### config.mk
export PLATFORM = sky130hd
export DESIGN_NAME = dmem_arbiter_flat
export DESIGN_NICKNAME = d
export VERILOG_FILES = /design/src/rtl/dmem_arbiter_if.sv /design/src/rtl/dmem_arbiter.sv /design/src/flat_wrapper.sv
export SDC_FILE = /design/constraint.sdc
export NUM_CORES = 1
export LEC_CHECK = 0
export CORE_MARGIN = 2
export CORE_UTILIZATION = 20
export CTS_CLUSTER_SIZE = 16
export DETAILED_ROUTE_END_ITERATION = 10
export PLACE_DENSITY_LB_ADDON = 0.1
export SLEW_MARGIN = 5
export SYNTH_ARGS = -nofsm -noshare
export SYNTH_HDL_FRONTEND = slang
export SYNTH_SLANG_ARGS = --single-unit
### constraint.sdc
create_clock -name clk -period 1.6 [get_ports clk]
set_clock_uncertainty 0.1 [all_clocks]
set_input_delay 0.24 -clock clk [delete_from_list [all_inputs] [get_ports clk]]
set_output_delay 0.24 -clock clk [all_outputs]
set_load 0.1 [all_outputs]
### src/rtl/dmem_arbiter_if.sv
// Bundle of the CPU, DMA and data-memory port signals around the dmem arbiter.
// master is the arbiter's view; slave is the view of the requesters and memory.
interface dmem_arbiter_if #(
    parameter int WIDTH  = 32,
    parameter int ADDR_W = 6
);
    logic              cpu_req;
    logic              cpu_we;
    logic [ADDR_W-1:0] cpu_addr;
    logic [WIDTH-1:0]  cpu_wdata;
    logic              cpu_gnt;
    logic              cpu_stall;
    logic              cpu_rvalid;
    logic [WIDTH-1:0]  cpu_rdata;
    logic              dma_req;
    logic              dma_we;
    logic [ADDR_W-1:0] dma_addr;
    logic [WIDTH-1:0]  dma_wdata;
    logic              dma_gnt;
    logic              dma_rvalid;
    logic [WIDTH-1:0]  dma_rdata;
    logic              mem_w_en;
    logic [ADDR_W-1:0] mem_addr;
    logic [WIDTH-1:0]  mem_wdata;
    logic [WIDTH-1:0]  mem_rdata;

    modport master (
        input  cpu_req, cpu_we, cpu_addr, cpu_wdata,
        input  dma_req, dma_we, dma_addr, dma_wdata,
        input  mem_rdata,
        output cpu_gnt, cpu_stall, cpu_rvalid, cpu_rdata,
        output dma_gnt, dma_rvalid, dma_rdata,
        output mem_w_en, mem_addr, mem_wdata
    );

    modport slave (
        output cpu_req, cpu_we, cpu_addr, cpu_wdata,
        output dma_req, dma_we, dma_addr, dma_wdata,
        output mem_rdata,
        input  cpu_gnt, cpu_stall, cpu_rvalid, cpu_rdata,
        input  dma_gnt, dma_rvalid, dma_rdata,
        input  mem_w_en, mem_addr, mem_wdata
    );
endinterface

### src/rtl/dmem_arbiter.sv
// Two-requester arbiter for the single-port data memory: CPU has priority,
// DMA latency is bounded by a starvation counter and burst ownership.
module dmem_arbiter #(
    parameter int WIDTH     = 32,
    parameter int ADDR_W    = 6,
    parameter int MAX_WAIT  = 8,
    parameter int BURST_MAX = 4
) (
    input  logic           clk,
    input  logic           reset,
    dmem_arbiter_if.master bus
);
    localparam int WW = $clog2(MAX_WAIT + 1);
    localparam int BW = $clog2(BURST_MAX + 1);
    localparam logic [WW-1:0] MAX_WAIT_C  = WW'(MAX_WAIT);
    localparam logic [BW-1:0] BURST_MAX_C = BW'(BURST_MAX);

    localparam logic [0:0] ST_CPU = 1'b0;
    localparam logic [0:0] ST_DMA = 1'b1;

    localparam logic [1:0] OWN_NONE = 2'b00;
    localparam logic [1:0] OWN_CPU  = 2'b01;
    localparam logic [1:0] OWN_DMA  = 2'b10;

    logic [0:0]    state_q, state_d;
    logic [WW-1:0] wait_cnt_q, wait_cnt_d;
    logic [BW-1:0] beat_cnt_q, beat_cnt_d;
    logic [1:0]    rd_owner_q, rd_owner_d;
    logic          force_s;
    logic          cpu_gnt_s;
    logic          dma_gnt_s;

    // Grant decision and FSM next state; reset gates every grant to 0.
    always_comb begin
        force_s    = bus.dma_req && (wait_cnt_q >= MAX_WAIT_C);
        cpu_gnt_s  = 1'b0;
        dma_gnt_s  = 1'b0;
        state_d    = state_q;
        beat_cnt_d = beat_cnt_q;
        if (!reset) begin
            force_s    = 1'b0;
            state_d    = ST_CPU;
            beat_cnt_d = BW'(0);
        end else begin
            case (state_q)
                ST_CPU: begin
                    if (bus.cpu_req && !force_s) begin
                        cpu_gnt_s = 1'b1;
                    end else if (bus.dma_req) begin
                        dma_gnt_s = 1'b1;
                        if (BURST_MAX > 1) begin
                            state_d    = ST_DMA;
                            beat_cnt_d = BW'(1);
                        end else begin
                            state_d    = ST_CPU;
                            beat_cnt_d = BW'(0);
                        end
                    end else begin
                        state_d = ST_CPU;
                    end
                end
                ST_DMA: begin
                    if (bus.dma_req && (beat_cnt_q < BURST_MAX_C)) begin
                        dma_gnt_s  = 1'b1;
                        beat_cnt_d = beat_cnt_q + BW'(1);
                    end else begin
                        // Hand back to the CPU in this same cycle, ignoring force.
                        state_d    = ST_CPU;
                        beat_cnt_d = BW'(0);
                        if (bus.cpu_req) begin
                            cpu_gnt_s = 1'b1;
                        end else begin
                            cpu_gnt_s = 1'b0;
                        end
                    end
                end
                default: begin
                    state_d    = ST_CPU;
                    beat_cnt_d = BW'(0);
                end
            endcase
        end
    end

    // Starvation counter and read-return ownership for the next cycle.
    always_comb begin
        wait_cnt_d = wait_cnt_q;
        rd_owner_d = OWN_NONE;
        if (!bus.dma_req || dma_gnt_s) begin
            wait_cnt_d = WW'(0);
        end else if (wait_cnt_q < MAX_WAIT_C) begin
            wait_cnt_d = wait_cnt_q + WW'(1);
        end else begin
            wait_cnt_d = wait_cnt_q;
        end
        if (cpu_gnt_s && !bus.cpu_we) begin
            rd_owner_d = OWN_CPU;
        end else if (dma_gnt_s && !bus.dma_we) begin
            rd_owner_d = OWN_DMA;
        end else begin
            rd_owner_d = OWN_NONE;
        end
    end

    // Memory port mux driven by whichever requester holds the grant.
    always_comb begin
        bus.mem_w_en  = 1'b0;
        bus.mem_addr  = ADDR_W'(0);
        bus.mem_wdata = WIDTH'(0);
        if (cpu_gnt_s) begin
            bus.mem_w_en  = bus.cpu_we;
            bus.mem_addr  = bus.cpu_addr;
            bus.mem_wdata = bus.cpu_wdata;
        end else if (dma_gnt_s) begin
            bus.mem_w_en  = bus.dma_we;
            bus.mem_addr  = bus.dma_addr;
            bus.mem_wdata = bus.dma_wdata;
        end else begin
            bus.mem_w_en  = 1'b0;
        end
    end

    assign bus.cpu_gnt    = cpu_gnt_s;
    assign bus.dma_gnt    = dma_gnt_s;
    assign bus.cpu_stall  = reset && bus.cpu_req && !cpu_gnt_s;
    assign bus.cpu_rvalid = (rd_owner_q == OWN_CPU);
    assign bus.dma_rvalid = (rd_owner_q == OWN_DMA);
    assign bus.cpu_rdata  = bus.cpu_rvalid ? bus.mem_rdata : WIDTH'(0);
    assign bus.dma_rdata  = bus.dma_rvalid ? bus.mem_rdata : WIDTH'(0);

    // State registers; reset abandons any in-flight read.
    always_ff @(posedge clk or negedge reset) begin
        if (!reset) begin
            state_q    <= ST_CPU;
            wait_cnt_q <= WW'(0);
            beat_cnt_q <= BW'(0);
            rd_owner_q <= OWN_NONE;
        end else begin
            state_q    <= state_d;
            wait_cnt_q <= wait_cnt_d;
            beat_cnt_q <= beat_cnt_d;
            rd_owner_q <= rd_owner_d;
        end
    end
endmodule

### src/flat_wrapper.sv
// flat-port wrapper written by rule: the top's interface ports become plain ports
module dmem_arbiter_flat 
#(
    parameter int WIDTH     = 32,
    parameter int ADDR_W    = 6,
    parameter int MAX_WAIT  = 8,
    parameter int BURST_MAX = 4
)
  (clk, reset, bus_cpu_req, bus_cpu_we, bus_cpu_addr, bus_cpu_wdata, bus_dma_req, bus_dma_we, bus_dma_addr, bus_dma_wdata, bus_mem_rdata, bus_cpu_gnt, bus_cpu_stall, bus_cpu_rvalid, bus_cpu_rdata, bus_dma_gnt, bus_dma_rvalid, bus_dma_rdata, bus_mem_w_en, bus_mem_addr, bus_mem_wdata);
  dmem_arbiter_if #(.WIDTH(WIDTH), .ADDR_W(ADDR_W)) bus_i ();
  input  logic clk;
  input  logic reset;
  input wire logic [$bits(bus_i.cpu_req)-1:0] bus_cpu_req;
  input wire logic [$bits(bus_i.cpu_we)-1:0] bus_cpu_we;
  input wire logic [$bits(bus_i.cpu_addr)-1:0] bus_cpu_addr;
  input wire logic [$bits(bus_i.cpu_wdata)-1:0] bus_cpu_wdata;
  input wire logic [$bits(bus_i.dma_req)-1:0] bus_dma_req;
  input wire logic [$bits(bus_i.dma_we)-1:0] bus_dma_we;
  input wire logic [$bits(bus_i.dma_addr)-1:0] bus_dma_addr;
  input wire logic [$bits(bus_i.dma_wdata)-1:0] bus_dma_wdata;
  input wire logic [$bits(bus_i.mem_rdata)-1:0] bus_mem_rdata;
  output wire logic [$bits(bus_i.cpu_gnt)-1:0] bus_cpu_gnt;
  output wire logic [$bits(bus_i.cpu_stall)-1:0] bus_cpu_stall;
  output wire logic [$bits(bus_i.cpu_rvalid)-1:0] bus_cpu_rvalid;
  output wire logic [$bits(bus_i.cpu_rdata)-1:0] bus_cpu_rdata;
  output wire logic [$bits(bus_i.dma_gnt)-1:0] bus_dma_gnt;
  output wire logic [$bits(bus_i.dma_rvalid)-1:0] bus_dma_rvalid;
  output wire logic [$bits(bus_i.dma_rdata)-1:0] bus_dma_rdata;
  output wire logic [$bits(bus_i.mem_w_en)-1:0] bus_mem_w_en;
  output wire logic [$bits(bus_i.mem_addr)-1:0] bus_mem_addr;
  output wire logic [$bits(bus_i.mem_wdata)-1:0] bus_mem_wdata;
  assign bus_i.cpu_req = bus_cpu_req;
  assign bus_i.cpu_we = bus_cpu_we;
  assign bus_i.cpu_addr = bus_cpu_addr;
  assign bus_i.cpu_wdata = bus_cpu_wdata;
  assign bus_i.dma_req = bus_dma_req;
  assign bus_i.dma_we = bus_dma_we;
  assign bus_i.dma_addr = bus_dma_addr;
  assign bus_i.dma_wdata = bus_dma_wdata;
  assign bus_i.mem_rdata = bus_mem_rdata;
  assign bus_cpu_gnt = bus_i.cpu_gnt;
  assign bus_cpu_stall = bus_i.cpu_stall;
  assign bus_cpu_rvalid = bus_i.cpu_rvalid;
  assign bus_cpu_rdata = bus_i.cpu_rdata;
  assign bus_dma_gnt = bus_i.dma_gnt;
  assign bus_dma_rvalid = bus_i.dma_rvalid;
  assign bus_dma_rdata = bus_i.dma_rdata;
  assign bus_mem_w_en = bus_i.mem_w_en;
  assign bus_mem_addr = bus_i.mem_addr;
  assign bus_mem_wdata = bus_i.mem_wdata;
  dmem_arbiter #(.WIDTH(WIDTH), .ADDR_W(ADDR_W), .MAX_WAIT(MAX_WAIT), .BURST_MAX(BURST_MAX)) u_core (.clk(clk), .reset(reset), .bus(bus_i));
endmodule
Yosys cells after proc, flatten, opt, wreduce, memory -nomap -nowiden
Cells that the tools add are included.
Operators by class
  add/subtract/negate cells: 2
  $lt $le $gt $ge: 3
  equality and inequality tests: 4
  multiplexer cells: 27
  bitwise gates (word level): 1
  reduce and logical (&&, ||, !) cells: 15
Operators by type and width (count)
  two-way mux 32 bit: 4
  two-way mux 3 bit: 4
  two-way mux 6 bit: 2
  two-way mux 1 bit: 10
  two-way mux 4 bit: 2
  logical AND 1 bit: 7
  != test 3 bit (second input constant): 2
  case mux 3 bit (2 select lines): 1
  zero test 1 bit: 5
  adder 4 x 1 -> 4 bit (second input constant): 1
  greater-or-equal comparator 4 bit (second input constant): 1
  less-than comparator 4 bit (second input constant): 1
  two-way mux 2 bit: 2
  case mux 1 bit (2 select lines): 2
  adder 3 x 1 -> 3 bit (second input constant): 1
  less-than comparator 3 bit (second input constant): 1
  equality test 2 x 1 -> 1 bit (second input constant): 1
  equality test 2 bit (second input constant): 1
  AND reduction 2 bit: 1
  nonzero test 2 bit: 1
  logical OR 1 bit: 1
  NOT 1 bit: 1
Word-level totals
  bits in registers: 10
  bits of input ports: 114
  word-level logic and storage cells: 56

Depth between registers and ports, before layout
  word-level depth: 10
  mapped depth: 5
  gate-level depth less buffers: 4

Worst setup path before layout
No wires, ideal clock.
  path kind: register to output
  start: reg u_core.rd_owner_q[1]
  end: out bus_cpu_rdata[1]
  arrival: 2.441 ns
  data required time: 1.260 ns
  path slack: -1.181 ns
  stages on the path, launching flop included: 4
  path through: dfrtp_1 -> nor2b_1 -> clkbuf_1 -> and2_1
Between the ends
  longest elaborated chain between the ends: 2
RTL lines
  from (decl): line dmem_arbiter.sv:28  | logic [1:0] rd_owner_q, rd_owner_d;
  from (signal assigned): line dmem_arbiter.sv:142  | rd_owner_q <= rd_owner_d;
  equality test 2 x 1 -> 1 bit: line dmem_arbiter.sv:126  | assign bus.cpu_rvalid = (rd_owner_q == OWN_CPU);
  net bus_cpu_rvalid: line flat_wrapper.sv:24  | output wire logic [$bits(bus_i.cpu_rvalid)-1:0] bus_cpu_rvalid;
  two-way mux 32 bit: line dmem_arbiter.sv:128  | assign bus.cpu_rdata = bus.cpu_rvalid ? bus.mem_rdata : WIDTH'(0);
  to (decl): line flat_wrapper.sv:25  | output wire logic [$bits(bus_i.cpu_rdata)-1:0] bus_cpu_rdata;
The timed path passes the listed nets, and every way through them passes these cells.

Worst setup path in the final report
  start: reg u_core.state_q
  end: out bus_mem_wdata[10]
Between the ends
  longest elaborated chain between the ends: 5
  elaborated cells between the ends (all ways): 7
  those cells by class: 6 x mux; 1 x bitwise
RTL lines
  from (decl): line dmem_arbiter.sv:25  | logic [0:0] state_q, state_d;
  from (signal assigned): line dmem_arbiter.sv:139  | state_q <= state_d;
  NOT 1 bit: line dmem_arbiter.sv:45  | case (state_q)
  case mux 1 bit (2 select lines): line dmem_arbiter.sv:45
  two-way mux 1 bit: line dmem_arbiter.sv:40  | if (!reset) begin
  two-way mux 32 bit: line dmem_arbiter.sv:114  | end else if (dma_gnt_s) begin
  two-way mux 32 bit (*): line dmem_arbiter.sv:110  | if (cpu_gnt_s) begin
  to (decl): line flat_wrapper.sv:31  | output wire logic [$bits(bus_i.mem_wdata)-1:0] bus_mem_wdata;
Every way passes the cells marked *; elsewhere a longest branch is shown, timed or not.

==> summary.json <==
{
  "synthesis": {
    "asyncSetResetFlopFracSynth": 1.00,
    "synth_most_common_cell": "and2_1",
    "avgSynthCellArea_um2": 8.23,
    "synth.top_cells.by_area": "and2_1 30%, a22o_1 27%, dfrtp_1 19%, buf_6 3.3%, ha_1 2.8%",
    "synthCells": 164,
    "post_synth_edffs": 0,
    "synth-main-ff-cell": "dfrtp_1",
    "post_synth_instance_area_um2": 1350,
    "yosys.cell_types.count": 24,
    "netlist.top_cell.by_area": "and2_1",
    "synthTopCellsByCount": "64 x and2_1, 41 x a22o_1, 10 x dfrtp_1",
    "synth.net_count": 281,
    "ys_warn_count": 0,
    "ys_seq_elements": 10,
    "synth.yosys.seq_area_share": 0.185,
    "yosys.area.top_type_share": 0.297
  },
  "floorplan": {
    "fp.coreArea_um2": 6420,
    "die_y_um": 86.2,
    "row_count": 29,
    "io-pin-count": 222,
    "die_area_um2": 7420,
    "initial_utilization": 0.210,
    "floorplan_die_width_um": 86.2
  },
  "critical_path": {
    "reg2reg_setup_slack_ns": 0.01,
    "timing.setup.critical_path_class": "flip-flop to output pin",
    "worst_ep_required_time_ns": 1.26,
    "timing.critical_path.to_type": "output pin",
    "r2r_end": "u_core.rd_owner_q[1]",
    "critical_path_arrival_ns": 1.79,
    "reg2reg_depth": 6,
    "timing.rr.start": "u_core.state_q",
    "setup.worst_path.start_class": "flip-flop",
    "critical_path_peak_fanout": 6
  },
  "routing": {
    "detailed_route_wire_length_per_cell_um": 24.4,
    "route.antenna.remaining_nets": 0,
    "detail_route.wirelength_um": 12000,
    "drt_drc_violations_left": 0,
    "drt_pass1_iterations": 4,
    "dr.first_iter.drc_count": 65,
    "route.detailed.vias_per_inst": 5.02,
    "dr_total_vias": 2476
  },
  "sta": {
    "hold_violations": 0,
    "fin_ws_ns": -0.535,
    "finalMaxSlewViolations": 0,
    "rsz0062_at_grt": "true",
    "finalCritPeriodShare": 1.33,
    "worst_slew_margin_rel": 0.729,
    "fmax_ghz": 0.468,
    "period_needed_ns": 2.13,
    "worst-slew-pin-transition_ns": 0.405,
    "setup_violations": 108,
    "finalSetupTns_ns": -31.84
  },
  "place": {
    "gpl.final_weighted_congestion": 0.743,
    "port_buffers": 221,
    "dp.final_hpwl_um": 7690,
    "placedInstanceArea_um2": 5280,
    "placed_cells": 463
  },
  "final_layout": {
    "area_delta_synth_final_pct": 334,
    "final_design_area_no_fill_um2": 5850,
    "drive_above_1_share": 0.644,
    "finalNetCount": 534,
    "post-route-util": 0.912,
    "final-instance-count-excl-fill": 493,
    "nFillCells": 219,
    "antennaDiodeCount": 0
  },
  "power": {
    "internal_pwr_total_mw": 1.44,
    "lkg_pwr_nw": 2.57,
    "irDropWorstVdd_mv": 0.439,
    "switching_portion_of_total_power": 0.477,
    "part_of_the_total_power_dissipated_in_sequential_elements": 0.103,
    "power_switching_mw": 1.31,
    "power-per-cell-area_nw_per_um2": 470,
    "power.clock.fraction": 0.117,
    "combPwrFrac": 0.781
  },
  "min_path": {
    "hold_class": "input port to asynchronous set/reset pin"
  },
  "clock_network": {
    "cts-buffers-inserted": 3,
    "clock-sinks": 10,
    "htree_levels": 1,
    "post_cts_hold_buffer_count": 0,
    "insertion_delay_ns": 0.24,
    "cts.reportedPaths.clkPinSlew_ns": 0.05,
    "clock-root-buffer": "clkbuf_8",
    "tritoncts": "done",
    "cts_buffer_depth": 2
  },
  "outcome": {
    "violations": "setup timing",
    "status": "finished, violations left"
  },
  "global_route": {
    "grt_max_degree": 18,
    "grt_pass1_vias": 2773,
    "grt_remaining_overflow": 0,
    "initial_antenna_violation_count": 0,
    "track_usage": 0.289,
    "grt_pass1_wl_um": 16100
  },
  "run": {
    "cap_viol_max_count": 0
  }
}
==> metrics by stage <==
step / hold slack (ns) / power (mW) / setup WS, ns
floorplan: -0.156 / 1.37 / -0.332
global placement: 0.392 / 2.23 / -0.533
detailed placement: 0.419 / 2.26 / -0.552
CTS: 0.0501 / 2.70 / -0.453
global route: 0.0893 / 2.81 / -0.563
finish: 0.0797 / 2.75 / -0.535
==> state kept, by name, summed over array words and instances, names as in the netlist <==
name	flops
u_core.wait_cnt_q	4
u_core.rd_owner_q	2
u_core.beat_cnt_q	3
u_core.state_q	1
==> what timing repair did <==
item	4_1_cts	5_1_grt
cloned	8	4
endpoints found under the setup margin	111	113
setup buffers	11	9
pin swaps	25	13
gates resized for setup	68	14
==> placed cells by master, fill, tap and decap left out, types with 2 or more instances in the layout <==
| cell type | Yosys | layout |
|---|---|---|
| buf_12 | 0 | 115 |
| clkdlybuf4s50_1 | 0 | 110 |
| and2_4 | 0 | 64 |
| a22o_4 | 0 | 39 |
| buf_4 | 0 | 16 |
| buf_6 | 4 | 10 |
| dfrtp_1 | 10 | 8 |
| nor3b_1 | 5 | 5 |
| buf_16 | 0 | 5 |
| inv_1 | 4 | 4 |
| clkbuf_8 | 0 | 4 |
| ha_1 | 3 | 3 |
| clkbuf_16 | 0 | 3 |
| nor2b_4 | 0 | 2 |
| nor2_4 | 0 | 2 |
| nand2_2 | 0 | 2 |
| nand2_1 | 4 | 2 |
| nor2b_1 | 4 | 2 |
| a22o_1 | 41 | 2 |
| dlygate4sd2_1 | 0 | 2 |
| dfrtp_2 | 0 | 2 |
==> power groups by stage <==
stage                     clock network [mW]  registers [mW]  logic [mW]
final                                  0.320           0.282        2.15
after global routing                   0.333           0.283        2.19
after CTS                              0.321           0.280        2.10
after detailed placement                   0           0.283        1.97
after global placement                     0           0.281        1.95
after floorplan                            0           0.280        1.09
==> per-layer routing <==
layer  GRT usage  vias to the layer above  routed length, um
met2       0.585                      174               6920
met1       0.259                     1186               3810
met4       0.141                        0                369
met5           0                        -                  0
met3      0.0731                       28                924
li1            -                     1088                  -
==> worst max path at each step <==
stage              startpoint                end  slack, ns
3_5_place_dp            reset       bus_mem_w_en      -0.55
5_1_grt        u_core.state_q    bus_mem_addr[4]      -0.56
2_1_floorplan  u_core.state_q  bus_mem_wdata[27]      -0.33
3_3_place_gp      bus_cpu_req    bus_mem_addr[5]      -0.53
4_1_cts        u_core.state_q  bus_mem_wdata[27]      -0.45
6_report       u_core.state_q  bus_mem_wdata[10]      -0.53
==> kinds of logic (layout without fill, tap and decap cells) <==
| group | after synthesis | after routing | synth area share |
|---|---|---|---|
| and+or+nand+nor | 82 | 82 | 0.374 |
| AOI/OAI and AO/OA | 47 | 47 | 0.314 |
| buffers and inverters | 19 | 271 | 0.0778 |
| DFF | 10 | 10 | 0.185 |
| adders and majority gates | 3 | 3 | 0.0278 |
| xor gates and xnor gates | 2 | 2 | 0.0130 |
| muxes | 1 | 1 | 0.00741 |
==> layout make-up <==
cell class	instances	area, um2	share of cell area
well taps	77	96.3	0.0165
multi-input cells	135	1540	0.263
repair buffers	263	3890	0.665
inverters	4	15.0	0.00256
flip-flops and latches	10	253	0.0432
clock buffers	4	55.1	0.00940
==> critical path: stages (launching register included) <==
cell       delay [ns]
dfrtp_2          0.47
o21a_1           0.24
a21oi_4          0.23
buf_6            0.16
clkbuf_16        0.15
a22o_4           0.13
buf_12           0.17
No activity file was read; power rests on OpenSTA's default activity.
